===== config.mk =====
export PLATFORM = sky130hd
export DESIGN_NAME = mbssoc_int_receiver
export DESIGN_NICKNAME = d
export VERILOG_FILES = /design/src/rtl/mbssoc_int_receiver.sv
export SDC_FILE = /design/constraint.sdc
export NUM_CORES = 1
export LEC_CHECK = 0
export ABC_AREA = 0
export BUFFER_PORTS_ARGS = -buffer_cell sky130_fd_sc_hd__buf_2
export CAP_MARGIN = 20
export CORE_MARGIN = 1
export CORE_UTILIZATION = 50
export CTS_CLUSTER_DIAMETER = 120
export DETAILED_ROUTE_END_ITERATION = 8
export GPL_TIMING_DRIVEN = 0
export PLACE_DENSITY = 0.87
export SLEW_MARGIN = 30
export SYNTH_ARGS = -nofsm -noshare
export SYNTH_HDL_FRONTEND = slang
export SYNTH_SLANG_ARGS = --single-unit

===== constraint.sdc =====
create_clock -name clk -period 2.23 [get_ports clk]
set_input_delay 0.446 -clock clk [delete_from_list [all_inputs] [get_ports clk]]
set_output_delay 0.446 -clock clk [all_outputs]
set_load 0.01 [all_outputs]

===== src/rtl/mbssoc_int_receiver.sv =====
// Per-core interrupt receiver: takes a controller request or syscall at an instruction boundary,
// saves EPC, redirects fetch to the vector entry and returns to EPC on eret.
module mbssoc_int_receiver #(
   parameter int unsigned           INT_SEL_WIDTH = 8,
   parameter int unsigned           ADDR_WIDTH    = 32,
   parameter logic [ADDR_WIDTH-1:0] VEC_BASE      = ADDR_WIDTH'(32'h40),
   parameter int unsigned           VEC_STRIDE    = 4,
   parameter logic [ADDR_WIDTH-1:0] SYSCALL_VEC   = ADDR_WIDTH'(32'h3C)
) (
   input  logic                     clk,
   input  logic                     rst_n,
   input  logic                     int_req,
   input  logic [INT_SEL_WIDTH-1:0] int_num,
   input  logic                     syscall_req,
   input  logic                     retire,
   input  logic [ADDR_WIDTH-1:0]    retire_pc,
   input  logic                     eret,
   input  logic                     ie,
   output logic                     int_able,
   output logic                     redirect,
   output logic [ADDR_WIDTH-1:0]    redirect_pc,
   output logic [ADDR_WIDTH-1:0]    epc,
   output logic [INT_SEL_WIDTH:0]   cause,
   output logic                     in_handler,
   output logic                     overflow
);

   typedef enum logic [2:0] {StIdle, StPending, StRedirect, StHandler, StReturn} state_e;

   state_e                   state_q;
   logic                     int_req_q;
   logic                     pend_valid_q;
   logic [INT_SEL_WIDTH-1:0] pend_num_q;

   logic                  req_rise;
   logic                  take_sys;
   logic                  take_int;
   logic                  pend_free;
   logic                  latch;
   logic                  pend_next;
   logic [ADDR_WIDTH-1:0] int_vec;

   always_comb begin
      req_rise  = int_req & ~int_req_q;
      // Syscalls ignore ie and win over a pending interrupt at the same boundary.
      take_sys  = retire & syscall_req & ((state_q == StIdle) | (state_q == StPending));
      take_int  = retire & ie & ~syscall_req & (state_q == StPending) & pend_valid_q;
      // The slot may be refilled in the same cycle its occupant is taken.
      pend_free = ~pend_valid_q | take_int;
      latch     = req_rise & pend_free;
      pend_next = latch | (pend_valid_q & ~take_int);
      int_vec   = VEC_BASE + ADDR_WIDTH'(pend_num_q) * ADDR_WIDTH'(VEC_STRIDE);
   end

   always_ff @(posedge clk or negedge rst_n) begin
      if (!rst_n) begin
         state_q      <= StIdle;
         int_req_q    <= 1'b0;
         pend_valid_q <= 1'b0;
         pend_num_q   <= '0;
         int_able     <= 1'b0;
         redirect     <= 1'b0;
         redirect_pc  <= '0;
         epc          <= '0;
         cause        <= '0;
         in_handler   <= 1'b0;
         overflow     <= 1'b0;
      end else begin
         int_req_q    <= int_req;
         pend_valid_q <= pend_next;
         if (latch) begin
            pend_num_q <= int_num;
         end
         if (req_rise && !pend_free) begin
            overflow <= 1'b1;
         end
         int_able   <= ie & (state_q == StIdle) & ~pend_valid_q;
         redirect   <= 1'b0;
         in_handler <= 1'b0;

         unique case (state_q)
            StIdle, StPending: begin
               if (take_sys) begin
                  epc         <= retire_pc;
                  cause       <= {1'b1, int_num};
                  redirect    <= 1'b1;
                  redirect_pc <= SYSCALL_VEC;
                  state_q     <= StRedirect;
               end else if (take_int) begin
                  epc         <= retire_pc;
                  cause       <= {1'b0, pend_num_q};
                  redirect    <= 1'b1;
                  redirect_pc <= int_vec;
                  state_q     <= StRedirect;
               end else if (pend_next) begin
                  state_q <= StPending;
               end
            end
            StRedirect: begin
               in_handler <= 1'b1;
               state_q    <= StHandler;
            end
            StHandler: begin
               if (eret) begin
                  redirect    <= 1'b1;
                  redirect_pc <= epc;
                  state_q     <= StReturn;
               end else begin
                  in_handler <= 1'b1;
               end
            end
            StReturn: begin
               state_q <= pend_next ? StPending : StIdle;
            end
            default: begin
               state_q <= StIdle;
            end
         endcase
      end
   end

endmodule


==> impl_metrics.yaml, run 1 <==
status:
  outcome: "completed"
final_layout:
  final_common_cell: "nand2_1"
  fill_cells: 619
  final_cell_mix: "nand2_1, buf_2, dfrtp_1"
  final_nets: 557
  final_layout_size_suffix_gt1_share_pct: 37.74
  num_antenna_cells: 0
  area_growth_pct: 25.15
power_and_ir_drop:
  powerDensity_nw_per_um2: 1405
  internal_power_w: 0.004040
  leakagePower_nw: 2.511
  vdd_ir_drop_max_uv: 734.5
  power.share.clock_pct: 15.2
  combPwrFrac_pct: 42.1
  seqPwrFrac_pct: 42.6
  switchingPower_w: 0.002713
  p_sw_share_pct: 40.17
global_routing:
  grt_pass1_wl_um: 14380
  antenna_found_initial: 0
  track_usage_pct: 24.15
  grt_max_degree: 69
  grt_overflow_total: 0
  grt_pass1_vias: 2957
min_path:
  hold_start: "int_req"
  holdPathEnd: "int_req_q"
  holdPathStages: 1
  hold_class: "primary input to register"
yosys:
  synth.top_cell.area_share_pct: 58.63
  ys_warn_count: 0
  ys_seq_area_share_pct: 58.63
  syn_inst: 373
  synth_area_per_cell_um2: 10.30
  syn_area_um2: 3841
  ys_ff_latch: 90
  synth_cell_type_count: 37
  synth_nets: 421
  synthTopCellsByArea: "dfrtp_1, nand2_1, o21ai_2"
  synth_top_cell_by_area: "dfrtp_1"
critical_path:
  rr_worst_depth: 5
  crit_required_ns: 2.45
  r2r_setup_slack_ns: 0.30
  arrival_ns: 2.15
  critPathLaunch: "state_q[2]"
  start_kind: "register"
  worstReg2RegEnd: "redirect_pc[8]"
  crit_type: "register to register"
  crit_path_max_fanout: 10
  cp-end-kind: "register"
  timing.rr.start: "state_q[2]"
detailed_routing:
  wl_um: 9219
  route.detailed.drc: 0
  wl_per_cell_um: 15.04
  via_per_inst: 5.055
  ant_nets: 0
  vias: 3099
  initialDrtViolationCount: 115
  first_pass_iters: 4
timing:
  hold_violations: 0
  fmax_mhz: 518.2
  worst_pin_slew_ns: 0.5277
  timing.slew.headroom_pct: 64.69
  finalClockSkew_ns: 0.006133
  rsz0062_at_grt: "no"
  finalMaxSlewViolations: 0
  hold_slack_ns: 0.2381
  finalSetupViolations: 0
  min_period_ns: 1.930
  worst_slack_ns: 0.3002
  fin_crit_sh_pct: 86.54
die:
  dieArea_um2: 8037
  die_width_um: 89.65
  dieHeight_um: 89.65
  fp-row-count: 31
  initial_core_util_pct: 52.40
  pin_count: 124
  core_area_um2: 7331
clocking:
  tritoncts.num_buffers: 9
  cts_resized: 0
  cts_num_sinks: 90
  clockBufferDepth: 2
  cts_tree: "done"
  clk_pin_slew_ns: 0.08
  clockRootBuffer: "clkbuf_8"
  clock_latency_ns: 0.33
  htree_levels: 3
placement:
  port_buffers: 123
  hpwl_um: 6823
  place.gp.congestion: 0.7844
  pre_cts_ws_ns: 0.2964
flow_run:
  drv_cap: 0
==> power groups by stage <==
stage	clock network, W	logic, W	registers [W]
CTS	0.00104	0.00288	0.00287
finish	0.00103	0.00285	0.00288
detailed placement	0	0.00286	0.00290
global placement	0	0.00275	0.00286
global route	0.00111	0.00316	0.00297
floorplan	0	0.00146	0.00312
==> synthesized netlist by cell type <==
master / instances
nand4bb_4: 1
nor2_2: 1
nor4bb_1: 1
buf_2: 11
buf_4: 3
and3b_1: 1
nor3b_1: 1
o21ai_4: 1
nand3b_1: 2
nand2_1: 135
a21oi_1: 6
o21a_1: 1
o21ai_0: 11
clkbuf_1: 4
nand4b_2: 1
o21ai_2: 21
dfrtp_1: 90
a221oi_1: 1
o21bai_1: 1
inv_6: 1
xnor2_1: 1
o22ai_1: 4
inv_2: 1
mux2i_1: 6
xor2_1: 1
nand2b_1: 4
buf_6: 3
mux2_1: 2
ha_1: 1
mux2_4: 5
nand4bb_1: 1
nor2_1: 10
mux2_2: 6
nand3_1: 30
nor2_8: 1
a31oi_1: 2
a21o_1: 1
==> logic make-up after synthesis <==
group,Yosys count,share of synthesized area (%)
simple gates,189,21.89
flops,90,58.63
compound gates,49,9.219
buf+inv,23,3.615
mux,19,5.863
xor+xnor,2,0.4561
fa+ha+maj,1,0.3257
==> registers in the layout, summed over array words and instances, names as in the netlist <==
name	cells
pend_num_q	8
redirect	1
overflow	1
int_req_q	1
redirect_pc	32
int_able	1
in_handler	1
state_q	3
cause	9
pend_valid_q	1
epc	32
==> worst max path at each step <==
stage | endpoint | slack, ns | cells after the start
6_report | redirect_pc[8] | 0.30 | 5
5_1_grt | redirect_pc[7] | 0.21 | 5
4_1_cts | redirect_pc[10] | 0.32 | 5
3_5_place_dp | redirect_pc[10] | 0.30 | 6
3_3_place_gp | epc[25] | -0.002 | 1
2_1_floorplan | redirect_pc[10] | 0.61 | 6
==> metrics by stage <==
stage / power (W) / instance area (µm²) / utilization, % / TNS (ns) / std cells
2_1_floorplan: 0.004577 / 3841 / - / 0 / 373
3_3_place_gp: 0.005611 / 4581 / 62.49 / -0.02458 / 595
3_5_place_dp: 0.005763 / 4614 / 62.95 / 0 / 596
4_1_cts: 0.006795 / 4807 / 65.57 / 0 / 613
5_1_grt: 0.007241 / 4807 / 65.57 / 0 / 613
6_report: 0.006753 / 4807 / 65.57 / 0 / 613
==> critical path, cell delays in order, from the launching register on <==
cell	delay [ns]
dfrtp_1	0.47
nand4bb_4	0.31
o21ai_4	0.49
nor2_8	0.12
inv_6	0.12
mux2_4	0.30
==> final cells by class <==
cell class / count / area (µm²) / share of cell area (%)
Inverter: 2 / 12.51 / 0.2603
Multi-Input combinational cell: 260 / 1450 / 30.17
Sequential cell: 90 / 2252 / 46.85
Clock buffer: 14 / 172.7 / 3.592
Tap cell: 99 / 123.9 / 2.577
Clock inverter: 2 / 10.01 / 0.2082
Buffer: 21 / 126.4 / 2.629
Timing Repair Buffer: 125 / 659.4 / 13.72
==> routing by layer <==
metal | GRT usage (%) | vias to the layer above | wire (µm)
met2 | 41.32 | 83 | 4663
met3 | 2.834 | 12 | 334
met5 | 0 | - | 0
li1 | - | 1512 | -
met1 | 31.77 | 1492 | 4042
met4 | 9.091 | 0 | 178
==> timing repair <==
item                       in CTS  in global routing
hold endpoints to repair       22                  0
setup endpoints to repair       0                  0
buffers inserted                0                  0
hold buffers                    1                  0
Power figures use the tool's default switching activity.
==> inputs of run 2 (changes only) <==
Clock period 2.23 ns to 2 ns, I/O delays scaled along.
==> run 2 against run 1 <==
  * Routed wire length up 0.17%
  * First-iteration DRC count is 1.7% higher
  * Largest cell class unchanged
  * Die area did not move
  * Largest power group unchanged
  * Global-route usage is the same
  * Clock skew grew 0.0032 ns
  * Sequential share of layout area fell by 0.22 points
==> impl_metrics.yaml, run 2 (synthesized netlist as in run 1, its figures left out) <==
status:
  outcome: "completed"
timing:
  fmax_mhz: 566.9
  timing.slew.headroom_pct: 69.76
  worst_pin_slew_ns: 0.4537
  hold_slack_ns: 0.1892
  worst_slack_ns: 0.2360
  rsz0062_at_grt: "no"
  hold_violations: 0
  finalClockSkew_ns: 0.009297
  fin_crit_sh_pct: 88.20
  finalMaxSlewViolations: 0
  finalSetupViolations: 0
  setup_tns_ns: 0
  min_period_ns: 1.764
die:
  pin_count: 124
  fp-row-count: 31
  initial_core_util_pct: 52.40
  dieHeight_um: 89.65
  dieArea_um2: 8037
  core_area_um2: 7331
  die_width_um: 89.65
final_layout:
  final_cell_mix: "nand2_1, buf_2, dfrtp_1"
  num_antenna_cells: 0
  area_growth_pct: 25.73
  fill_cells: 614
  final_layout_size_suffix_gt1_share_pct: 38.10
  final_common_cell: "nand2_1"
  final_nets: 560
  final-instance-count-excl-fill: 616
  reg_top3: "epc (32), redirect_pc (32), cause (9)"
clocking:
  tritoncts.num_buffers: 9
  clockRootBuffer: "clkbuf_8"
  htree_levels: 3
  clock_latency_ns: 0.34
  clockBufferDepth: 2
  clk_pin_slew_ns: 0.09
  cts_num_sinks: 90
  cts_tree: "done"
  cts_resized: 0
critical_path:
  crit_required_ns: 2.27
  slowest_stage: "dfrtp_1"
  timing.rr.start: "state_q[2]"
  critPathMostFrequentCell: "buf_2"
  r2r_setup_slack_ns: 0.24
  arrival_ns: 2.03
  crit_buf_inv: 3
  slowest_delay_ns: 0.49
  worstReg2RegEnd: "redirect_pc[23]"
  crit_chain: "nand4bb_1 > buf_6 > o21a_1 > buf_2 > buf_2 > nand3_1 > o21ai_2"
  rr_worst_depth: 7
  cp-end-kind: "register"
  crit_path_max_fanout: 10
  crit_type: "register to register"
  path_delay_family: "buffers and inverters"
  start_kind: "register"
placement:
  port_buffers: 123
  pre_cts_ws_ns: 0.1063
  hpwl_um: 6823
  placedCellCount: 596
  place.gp.congestion: 0.7844
detailed_routing:
  first_pass_iters: 4
  initialDrtViolationCount: 117
  top_layer_used: "met4"
  wl_met2_um: 4610
  ant_nets: 0
  dr_wl_met3_um: 371
  route.detailed.drc: 0
  wl_met1_um: 4042
  wl_um: 9235
  wl_per_cell_um: 14.99
  vias: 3138
  via_per_inst: 5.094
power_and_ir_drop:
  power_w: 0.007561
  powerDensity_nw_per_um2: 1565
  leakagePower_nw: 2.527
  vdd_ir_drop_max_uv: 817.2
global_routing:
  grt_pass1_vias: 2957
  grt_pass1_wl_um: 14380
  antenna_found_initial: 0
  grt_overflow_total: 0
  grt_max_degree: 69
  track_usage_pct: 24.15
min_path:
  holdPathEnd: "int_req_q"
  hold_start: "int_req"
  holdPathStages: 1
  hold_class: "primary input to register"
flow_run:
  drv_cap: 0
run 2: cell count changes in the layout (fill, tap and decap cells not counted), sizes merged:
cell,before,now
buf,141,144
run 2: repair_timing:
item,in CTS,in global routing
buffers inserted,0,3
hold buffers,1,0
hold endpoints to repair,22,0
setup endpoints to repair,0,5
run 2: area by class of cell:
| cell class | count | area [µm²] | share of cell area (%) |
|---|---|---|---|
| timing repair buffer | 128 | 681.9 | 14.12 |
| buffer | 21 | 126.4 | 2.617 |
| clock buffer | 14 | 172.7 | 3.575 |
| tap | 99 | 123.9 | 2.565 |
| sequential | 90 | 2252 | 46.63 |
| multi-input combinational | 260 | 1450 | 30.03 |
| clock inverter | 2 | 10.01 | 0.2073 |
| inverter | 2 | 12.51 | 0.2591 |
run 2: metrics by stage:
| step | instance area [µm²] | util (%) |
|---|---|---|
| final | 4830 | 65.88 |
| after CTS | 4807 | 65.57 |
| after detailed placement | 4614 | 62.95 |
| after global routing | 4830 | 65.88 |
| after global placement | 4581 | 62.49 |
| after floorplan | 3841 | - |
run 2: worst max-delay path by stage:
stage | startpoint | endpoint | slack, ns | cells after the start
floorplan | state_q[1] | redirect_pc[10] | 0.38 | 6
global placement | rst_n | epc[25] | -0.19 | 1
detailed placement | state_q[2] | redirect_pc[10] | 0.11 | 5
CTS | state_q[2] | redirect_pc[10] | 0.09 | 5
global route | state_q[2] | redirect_pc[23] | 0.09 | 7
finish | state_q[2] | redirect_pc[23] | 0.24 | 7
run 2: where the power goes:
part	switching [W]	internal, W	total, W
combinational	0.00186	0.00134	0.00320
clock	0.000599	0.000553	0.00115
sequential	0.000582	0.00263	0.00321
run 2: per-layer routing:
| layer | global-route usage (%) | vias to the layer above |
|---|---|---|
| li1 | - | 1517 |
| met1 | 31.77 | 1507 |
| met2 | 41.32 | 96 |
| met3 | 2.834 | 18 |
| met4 | 9.091 | 0 |
| met5 | 0 | - |
==> inputs of run 3 (changes only) <==
Settings changed: PLACE_DENSITY 0.87 to 0.89.
==> run 3 against run 2 <==
  * Via count is 0.54% higher
  * Sequential share of layout area fell by 0.12 points
  * Non-clock buffer count decreased by 3
  * Sequential power about the same
  * Setup slack worse by 0.15 ns
  * Critical path depth decreased by 2
  * Clock skew grew 0.0044 ns
  * Utilization increased by 0.17 points
  * Clock-buffer cell count decreased by 3
  * Fmax shrank 7.6%
  * Largest power group unchanged
  * Highest routed layer unchanged
==> impl_metrics.yaml, run 3 (synthesized netlist as in run 1, its figures left out) <==
flow_run:
  drv_cap: 0
timing:
  finalSetupViolations: 0
  min_period_ns: 1.909
  timing.slew.headroom_pct: 67.49
  worst_slack_ns: 0.09097
  fin_crit_sh_pct: 95.45
  rsz0062_at_grt: "no"
  finalMaxSlewViolations: 0
  fmax_mhz: 523.8
  finalClockSkew_ns: 0.01371
  hold_violations: 0
  worst_pin_slew_ns: 0.4857
clocking:
  clk_pin_slew_ns: 0.09
  cts_tree: "done"
  clock_latency_ns: 0.35
  tritoncts.num_buffers: 9
  cts_resized: 0
  htree_levels: 3
  post_cts_buffers: 0
  cts_num_sinks: 90
  clockRootBuffer: "clkbuf_8"
  cts_hold_buf: 1
  clockBufferDepth: 2
final_layout:
  design_area_um2: 4842
  final_cell_mix: "nand2_1, buf_2, dfrtp_1"
  final_common_cell: "nand2_1"
  final_nets: 557
  area_growth_pct: 26.06
  final_layout_size_suffix_gt1_share_pct: 37.82
  num_antenna_cells: 0
  reg_top3: "epc (32), redirect_pc (32), cause (9)"
  finish.utilization_pct: 66.05
global_routing:
  grt_pass1_vias: 2924
  grt_overflow_total: 0
  grt_max_degree: 63
  track_usage_pct: 24.28
  grt_pass1_wl_um: 14480
  antenna_found_initial: 0
die:
  dieArea_um2: 8037
  dieHeight_um: 89.65
  core_area_um2: 7331
  initial_core_util_pct: 52.40
  die_width_um: 89.65
  pin_count: 124
  fp-row-count: 31
detailed_routing:
  initialDrtViolationCount: 217
  wl_per_cell_um: 15.21
  via_per_inst: 5.155
  route.detailed.drc: 0
  ant_nets: 0
  wl_um: 9306
  first_pass_iters: 4
  vias: 3155
placement:
  hpwl_um: 6819
  place.gp.congestion: 0.8096
  port_buffers: 123
  pre_cts_ws_ns: 0.1142
  placed_area_um2: 4614
power_and_ir_drop:
  powerDensity_nw_per_um2: 1598
  vdd_ir_drop_max_uv: 776.5
  leakagePower_nw: 2.520
critical_path:
  crit_path_max_fanout: 10
  crit_required_ns: 2.23
  arrival_ns: 2.14
  start_kind: "register"
  crit_buf_inv: 1
  cp-end-kind: "register"
  crit_type: "register to register"
  slowest_delay_ns: 0.48
  slowest_stage: "dfrtp_1"
  path_delay_family: "flip-flops"
  crit_chain: "nand4bb_4 > o21ai_4 > nor2_8 > inv_6 > mux2_4"
min_path:
  hold_class: "primary input to register"
status:
  outcome: "completed"
[run 3: changes by cell type in the layout (fill, tap and decap cells not counted)]
cell / previous run / this run
clkinv_2: 2 / 0
buf_4: 6 / 3
bufinv_16: 0 / 2
clkbuf_8: 12 / 10
clkbuf_1: 6 / 5
clkinvlp_4: 0 / 1
clkinv_4: 0 / 1
[run 3: per-layer routing]
layer | part of all wire [%] | vias up | track usage (%)
li1 | - | 1506 | -
met1 | 43 | 1544 | 32.66
met2 | 51 | 89 | 39.88
met3 | 3.7 | 16 | 2.651
met4 | 2.2 | 0 | 11.26
met5 | 0 | - | 0
[run 3: area by class of cell]
type	instances	area, µm²
Fill cell	565	2489
Sequential cell	90	2252
Multi-Input combinational cell	260	1450
Timing Repair Buffer	125	659.4
Clock buffer	11	141.4
Buffer	21	126.4
Tap cell	99	123.9
Clock inverter	4	76.32
Inverter	2	12.51
[run 3: where the power goes]
part / internal [W] / switching (W) / total, W
combinational: 0.00133 / 0.00185 / 0.00318
sequential: 0.00263 / 0.000585 / 0.00321
clock: 0.000735 / 0.000615 / 0.00135
[run 3: worst reg2reg max path: cells and delay by family (launching register included)]
family,cells,cell delay [ns]
AOI/OAI and AO/OA,1,0.46
DFF,1,0.48
and+or+nand+nor,2,0.44
buffers and inverters,1,0.12
muxes,1,0.30
[run 3: final timing paths]
path	from	end	slack, ns	cells past startpoint
max	state_q[2]	redirect_pc[9]	0.09	5
min	int_req	int_req_q	0.17	1
max reg2reg	state_q[2]	redirect_pc[9]	0.09	5
min reg2reg	cause[8]	cause[8]	0.49	2
max in group asynchronous	rst_n	redirect_pc[27]	0.92	3
min in group asynchronous	rst_n	pend_num_q[4]	0.49	2
[run 3: per-stage QoR]
stage	power (W)	hold WS, ns	TNS (ns)	instances
floorplan	0.005103	0.1044	0	373
global placement	0.006260	0.4567	-15.72	595
detailed placement	0.006419	0.2872	0	596
CTS	0.007776	0.1596	0	612
global route	0.008260	0.1709	0	612
finish	0.007738	0.1656	0	612
